$ cat src/rtl/hit_edge_detector_if.sv
// ---------------------------------------------------------------------------
// Module : hit_edge_detector_if
// Brief  : Pixel/overlap inputs and collision report outputs of hit_edge_detector
// Rev    : 1.0 - initial release
// ---------------------------------------------------------------------------
`default_nettype none

interface hit_edge_detector_if;
  logic               startOfFrame;
  logic signed [10:0] pixelX;
  logic signed [10:0] pixelY;
  logic signed [10:0] topLeftX;
  logic signed [10:0] topLeftY;
  logic               objectDrawingRequest;
  logic               brickDrawingRequest;
  logic               collision;
  logic [3:0]         HitEdgeCode;

  modport master (
    output startOfFrame, pixelX, pixelY, topLeftX, topLeftY,
           objectDrawingRequest, brickDrawingRequest,
    input  collision, HitEdgeCode
  );

  modport slave (
    input  startOfFrame, pixelX, pixelY, topLeftX, topLeftY,
           objectDrawingRequest, brickDrawingRequest,
    output collision, HitEdgeCode
  );
endinterface

`default_nettype wire

$ cat src/rtl/hit_edge_detector.sv
// ---------------------------------------------------------------------------
// Module : hit_edge_detector
// Brief  : Per-frame object/obstacle overlap detector with edge code and cooldown
// Rev    : 1.0 - initial release
// ---------------------------------------------------------------------------
`default_nettype none

module hit_edge_detector #(
  parameter int OBJECT_WIDTH    = 32,
  parameter int OBJECT_HEIGHT   = 32,
  parameter int EDGE_MARGIN     = 4,
  parameter int MIN_HIT_PIXELS  = 2,
  parameter int COOLDOWN_FRAMES = 2
) (
  input  wire logic         clk,
  input  wire logic         resetN,
  hit_edge_detector_if.slave bus
);

  typedef enum logic [1:0] {
    ST_ACCUM    = 2'd0,
    ST_REPORT   = 2'd1,
    ST_COOLDOWN = 2'd2
  } state_t;

  localparam int                  c_CD_W       = (COOLDOWN_FRAMES > 0) ? $clog2(COOLDOWN_FRAMES + 1) : 1;
  localparam logic [c_CD_W-1:0]   c_CD_LOAD    = c_CD_W'(COOLDOWN_FRAMES);
  localparam logic [c_CD_W-1:0]   c_CD_ONE     = c_CD_W'(1);
  localparam logic signed [11:0]  c_LEFT_LIM   = 12'(EDGE_MARGIN);
  localparam logic signed [11:0]  c_RIGHT_LIM  = 12'(OBJECT_WIDTH - EDGE_MARGIN);
  localparam logic signed [11:0]  c_BOTTOM_LIM = 12'(OBJECT_HEIGHT - EDGE_MARGIN);
  localparam logic [15:0]         c_MIN_HITS   = 16'(MIN_HIT_PIXELS);

  state_t              state_q, state_d;
  logic [3:0]          acc_q, acc_d;
  logic [15:0]         cnt_q, cnt_d;
  logic [c_CD_W-1:0]   cd_q, cd_d;
  logic [3:0]          code_q, code_d;

  logic                w_hit;
  logic                w_sof;
  logic signed [11:0]  w_off_x;
  logic signed [11:0]  w_off_y;
  logic [3:0]          w_pix_edges;
  logic                w_frame_ok;

  assign w_hit   = bus.objectDrawingRequest & bus.brickDrawingRequest;
  assign w_sof   = bus.startOfFrame;
  // Sign-extend to 12 bits so the difference of two 11-bit positions never wraps.
  assign w_off_x = {bus.pixelX[10], bus.pixelX} - {bus.topLeftX[10], bus.topLeftX};
  assign w_off_y = {bus.pixelY[10], bus.pixelY} - {bus.topLeftY[10], bus.topLeftY};

  assign w_pix_edges = {(w_off_x <  c_LEFT_LIM),
                        (w_off_y <  c_LEFT_LIM),
                        (w_off_x >= c_RIGHT_LIM),
                        (w_off_y >= c_BOTTOM_LIM)};

  assign w_frame_ok = (cnt_q >= c_MIN_HITS) && (acc_q != 4'b0000);

  // A hit coincident with startOfFrame seeds the new frame instead of the old one.
  always_comb begin
    acc_d = acc_q;
    cnt_d = cnt_q;
    if (w_sof) begin
      acc_d = w_hit ? w_pix_edges : 4'b0000;
      cnt_d = {15'd0, w_hit};
    end else if (w_hit) begin
      acc_d = acc_q | w_pix_edges;
      if (cnt_q != 16'hFFFF) begin
        cnt_d = cnt_q + 16'd1;
      end
    end
  end

  always_comb begin
    state_d = state_q;
    cd_d    = cd_q;
    code_d  = code_q;
    case (state_q)
      ST_ACCUM: begin
        if (w_sof && w_frame_ok) begin
          state_d = ST_REPORT;
          code_d  = acc_q;
        end
      end
      ST_REPORT: begin
        if (COOLDOWN_FRAMES == 0) begin
          state_d = ST_ACCUM;
        end else if (w_sof) begin
          // Boundary during the report cycle is the first cooldown boundary.
          if (c_CD_LOAD == c_CD_ONE) begin
            state_d = ST_ACCUM;
            cd_d    = '0;
          end else begin
            state_d = ST_COOLDOWN;
            cd_d    = c_CD_LOAD - c_CD_ONE;
          end
        end else begin
          state_d = ST_COOLDOWN;
          cd_d    = c_CD_LOAD;
        end
      end
      ST_COOLDOWN: begin
        if (w_sof) begin
          if (cd_q <= c_CD_ONE) begin
            state_d = ST_ACCUM;
            cd_d    = '0;
          end else begin
            cd_d    = cd_q - c_CD_ONE;
          end
        end
      end
      default: state_d = ST_ACCUM;
    endcase
  end

  always_ff @(posedge clk or negedge resetN) begin
    if (!resetN) begin
      state_q <= ST_ACCUM;
      acc_q   <= 4'b0000;
      cnt_q   <= 16'd0;
      cd_q    <= '0;
      code_q  <= 4'b0000;
    end else begin
      state_q <= state_d;
      acc_q   <= acc_d;
      cnt_q   <= cnt_d;
      cd_q    <= cd_d;
      code_q  <= code_d;
    end
  end

  assign bus.collision   = (state_q == ST_REPORT);
  assign bus.HitEdgeCode = code_q;

endmodule

`default_nettype wire

$ cat src/flat_wrapper.sv
// flat-port wrapper written by rule: the top's interface ports become plain ports
module hit_edge_detector_flat 
#(
  parameter int OBJECT_WIDTH    = 32,
  parameter int OBJECT_HEIGHT   = 32,
  parameter int EDGE_MARGIN     = 4,
  parameter int MIN_HIT_PIXELS  = 2,
  parameter int COOLDOWN_FRAMES = 2
)
  (clk, resetN, bus_startOfFrame, bus_pixelX, bus_pixelY, bus_topLeftX, bus_topLeftY, bus_objectDrawingRequest, bus_brickDrawingRequest, bus_collision, bus_HitEdgeCode);
  hit_edge_detector_if bus_i ();
  input  wire logic clk;
  input  wire logic resetN;
  input wire logic [$bits(bus_i.startOfFrame)-1:0] bus_startOfFrame;
  input wire logic [$bits(bus_i.pixelX)-1:0] bus_pixelX;
  input wire logic [$bits(bus_i.pixelY)-1:0] bus_pixelY;
  input wire logic [$bits(bus_i.topLeftX)-1:0] bus_topLeftX;
  input wire logic [$bits(bus_i.topLeftY)-1:0] bus_topLeftY;
  input wire logic [$bits(bus_i.objectDrawingRequest)-1:0] bus_objectDrawingRequest;
  input wire logic [$bits(bus_i.brickDrawingRequest)-1:0] bus_brickDrawingRequest;
  output wire logic [$bits(bus_i.collision)-1:0] bus_collision;
  output wire logic [$bits(bus_i.HitEdgeCode)-1:0] bus_HitEdgeCode;
  assign bus_i.startOfFrame = bus_startOfFrame;
  assign bus_i.pixelX = bus_pixelX;
  assign bus_i.pixelY = bus_pixelY;
  assign bus_i.topLeftX = bus_topLeftX;
  assign bus_i.topLeftY = bus_topLeftY;
  assign bus_i.objectDrawingRequest = bus_objectDrawingRequest;
  assign bus_i.brickDrawingRequest = bus_brickDrawingRequest;
  assign bus_collision = bus_i.collision;
  assign bus_HitEdgeCode = bus_i.HitEdgeCode;
  hit_edge_detector #(.OBJECT_WIDTH(OBJECT_WIDTH), .OBJECT_HEIGHT(OBJECT_HEIGHT), .EDGE_MARGIN(EDGE_MARGIN), .MIN_HIT_PIXELS(MIN_HIT_PIXELS), .COOLDOWN_FRAMES(COOLDOWN_FRAMES)) u_core (.clk(clk), .resetN(resetN), .bus(bus_i));
endmodule
$ cat config.mk
export PLATFORM = sky130hd
export DESIGN_NAME = hit_edge_detector_flat
export DESIGN_NICKNAME = d
export VERILOG_FILES = /design/src/rtl/hit_edge_detector_if.sv /design/src/rtl/hit_edge_detector.sv /design/src/flat_wrapper.sv
export SDC_FILE = /design/constraint.sdc
export NUM_CORES = 1
export LEC_CHECK = 0
export CORE_ASPECT_RATIO = 0.75
export CORE_MARGIN = 5
export CORE_UTILIZATION = 64
export DETAILED_ROUTE_END_ITERATION = 8
export DONT_BUFFER_PORTS = 1
export PLACE_DENSITY_LB_ADDON = 0.1
export RECOVER_POWER = 50
export SYNTH_ARGS = -nofsm -noshare
export SYNTH_HDL_FRONTEND = slang
export SYNTH_SLANG_ARGS = --single-unit
$ cat constraint.sdc
create_clock -name clk -period 4.6 [get_ports clk]
set_input_delay 1.38 -clock clk [delete_from_list [all_inputs] [get_ports clk]]
set_output_delay 1.38 -clock clk [all_outputs]
set_load 0.005 [all_outputs]
==> summary.md <==
| Metric | Value |
|---|---|
| Crit. End Element | flop |
| Initial antenna violation count | 0 |
| Hold Slack | around 0.52 ns |
| Required @ worst endpoint | ~4.8 ns |
| DIE WIDTH | 83.08 um |
| Worst vdd ir | just over 0.2 mV |
| RSZ-0062 raised after global routing | false |
| Total number of vias | between 2000 and 2500 |
| Largest net degree at the start of global routing | 29 |
| Critical path cell sequence | inv_1 -> ha_1 -> inv_1 -> fa_1 -> a21o_1 -> a31o_2 -> a21oi_1 -> xor2_1 -> nor4b_4 -> nand4_1 -> a32o_2 |
| Clk_lat worst skew | 0.29 ns |
| Wire per inst | between 15 and 20 um |
| Syn_area_per_cell | about 8.1 um^2 |
| Unique masters post-synth | 59 |
| RePlAce Congestion | approximately 0.86 |
| FMAX | between 0.3 and 0.4 GHz |
| Buffers & Inverters on Critical Path | 2 |
| Crit path DAT | about 3.5 ns |
| Post-route ant nets | 0 |
| Post-Route Setup TNS | 0 ns |
| Most frequent cells in the layout | inv_1 (37), nor2_1 (28), dfrtp_1 (28) |
| Post-synthesis register bit count | 28 |
| DRT iter0 DRCs | ~150 |
| Initial Util | 68.25% |
| Die ar. | 5384 um^2 |
| Synthesized netlist cell count | between 300 and 400 |
| Number of diodes | 0 |
| Worst min-delay path class | flop to flop |
| Number of CTS-inserted buffers | 3 |
| Crit Path Class | input pin to flop |
| CTS tree | yes |
| Final Hold Vio Count | 0 |
| CP dominant cell by count | inv_1 |
| Crit start category | input pin |
| Post-cts sizing count | 0 |
| Max_slew headroom | between 70 and 80% |
| CORE AREA | 3756 um^2 |
| IO Count | between 50 and 60 |
| EDFF count, synth | 0 |
| CTS H-Tree Depth | 1 |
| Fin crit share | between 70% and 80% |
| Clock tree buffer depth | 2 |
| Synth-to-Final Area Change | 3.514% |
| Max Cap Viol | 0 |
| Via density | between 6 and 7 |
| FFs w/ async S/R, synth | 100.0% |
| First-pass GRT wire length | slightly below 10000 um |
| Sequential area share after synthesis | roughly 27% |
| Skew final | ~0.005 ns |
| Fin crit period | about 3.3 ns |
| Drt drc | 0 |
| PortBufs | 0 |
| Iteration count of the initial detailed-routing pass | 5 |
| Die extent in y | roughly 65 um |
| Mapped Area | between 2000 and 3000 um^2 |
| CP max stage cell | fa_1 |
| Overflow after GRT | 0 |
| Vias in the first global route | 2113 |
| CP top delay family | compound AO/OA/AOI/OAI gates |
| Syn. warnings | 0 |
| Clk slew on worst S/H paths | ~0.10 ns |
| Number of setup buffers added after CTS | 0 |
| Crit path max fanout | 2 |
| Pwr Density | around 270 nW/um^2 |
| Net Count, Synth | 392 |
| Slowest stage delay, CP | a little over 0.4 ns |
| Clock Sinks | 28 |
| Tot GR Track Use | between 20% and 30% |
| Least-Margin Pin Slew | between 0.4 and 0.5 ns |
| Layout cell share with drive strength beyond 1 | ~3.5% |
| Root Buffer | clkbuf_8 |
| Leak | ~0.0013 uW |
| Status | finished clean |
| Detail Placement HPWL | approximately 4400 um |
| Final Max Tran Viols | 0 |
| Final wirelength | 5536 um |
| # setup viols final | 0 |
| Ys flop type | dfrtp_1 |
| Layout net count | just under 400 |
| Most common cell after layout, fill and taps aside | inv_1 |
| FP Rows | 19 |
| Hold buffer count at CTS | 0 |
## state kept, by name, summed over array words and instances (netlist names)
signal	count
u_core.state_q	2
u_core.bus.HitEdgeCode	4
u_core.cnt_q	16
u_core.cd_q	2
u_core.acc_q	4
## cells in the mapped netlist (all sizes together) (5+ instances only)
master	count	area share (%)
ha	24	12
xor2	6	2.0
nand2	24	3.5
nand2b	7	1.7
clkbuf	8	1.4
nor2	28	4.1
nor4	5	1.2
or3	5	1.2
nand4	7	1.7
o21ai	18	3.5
inv	37	5.4
xnor2	12	4.1
dfrtp	28	27
a21o	7	2.0
a21oi	22	4.3
nand3	13	2.5
## cell type report
class / count / area [um^2]
well taps: 52 / 65.06
fillers: 344 / 1102
inverters: 37 / 138.9
flip-flops and latches: 28 / 700.7
clock inverters: 1 / 30.03
clock buffers: 3 / 41.29
multi-input cells: 243 / 1678
## kinds of logic after synthesis
| family | Yosys count | synth area share (%) |
|---|---|---|
| fa+ha+maj | 26 | 13.27 |
| mux | 3 | 1.415 |
| buf+inv | 46 | 7.223 |
| compound gates | 83 | 21.43 |
| xor+xnor | 18 | 6.149 |
| flops | 28 | 27.33 |
| simple gates | 113 | 23.18 |
## final timing paths
path                            startpoint                   endpoint  slack [ns]  cells past startpoint
setup / recovery             bus_pixelY[0]            u_core.acc_q[0]        1.33                     11
hold / removal             u_core.acc_q[1]  u_core.bus.HitEdgeCode[1]        0.52                      2
setup reg to reg           u_core.cnt_q[8]            u_core.cnt_q[9]        2.58                      6
hold reg to reg            u_core.acc_q[1]  u_core.bus.HitEdgeCode[1]        0.52                      2
max in group asynchronous           resetN            u_core.cnt_q[1]        3.75                      0
min in group asynchronous           resetN            u_core.acc_q[2]        0.77                      0
## per-layer routing
| layer | GRT usage [%] | wire length, um | part of all wire (%) | up-vias |
|---|---|---|---|---|
| met5 | 0 | 0 | 0 | - |
| met4 | 4.490 | 23 | 0.42 | 0 |
| met3 | 5.696 | 426 | 7.7 | 4 |
| met2 | 31.60 | 2314 | 42 | 90 |
| met1 | 31.45 | 2773 | 50 | 1066 |
| li1 | - | - | - | 1124 |
## worst reg2reg max path, cell delays in order (launching register included)
cell and delay (ns):
dfrtp_1 0.45, and4_1 0.26, and4_1 0.27, nand3_1 0.16, nand3_1 0.27, or3_1 0.40, a21oi_1 0.15
## power breakdown
group | switching [uW] | leakage (uW) | internal [uW]
Sequential | 25.7 | 0.000381 | 273
Combinational | 114 | 0.000850 | 95.2
Clock | 85.1 | 0.0000357 | 117
Total | 225 | 0.00127 | 486
## metrics by stage
stage	power [uW]	area, um^2	utilization, %	std cells	setup WS (ns)
floorplan	475.3	2564	-	317	1.139
global placement	504.6	2582	68.75	360	1.089
detailed placement	510.8	2582	68.75	360	1.017
CTS	709.6	2654	70.65	364	1.318
global route	752.0	2654	70.65	364	1.123
finish	710.5	2654	70.65	364	1.328
Power figures use the tool's default switching activity.
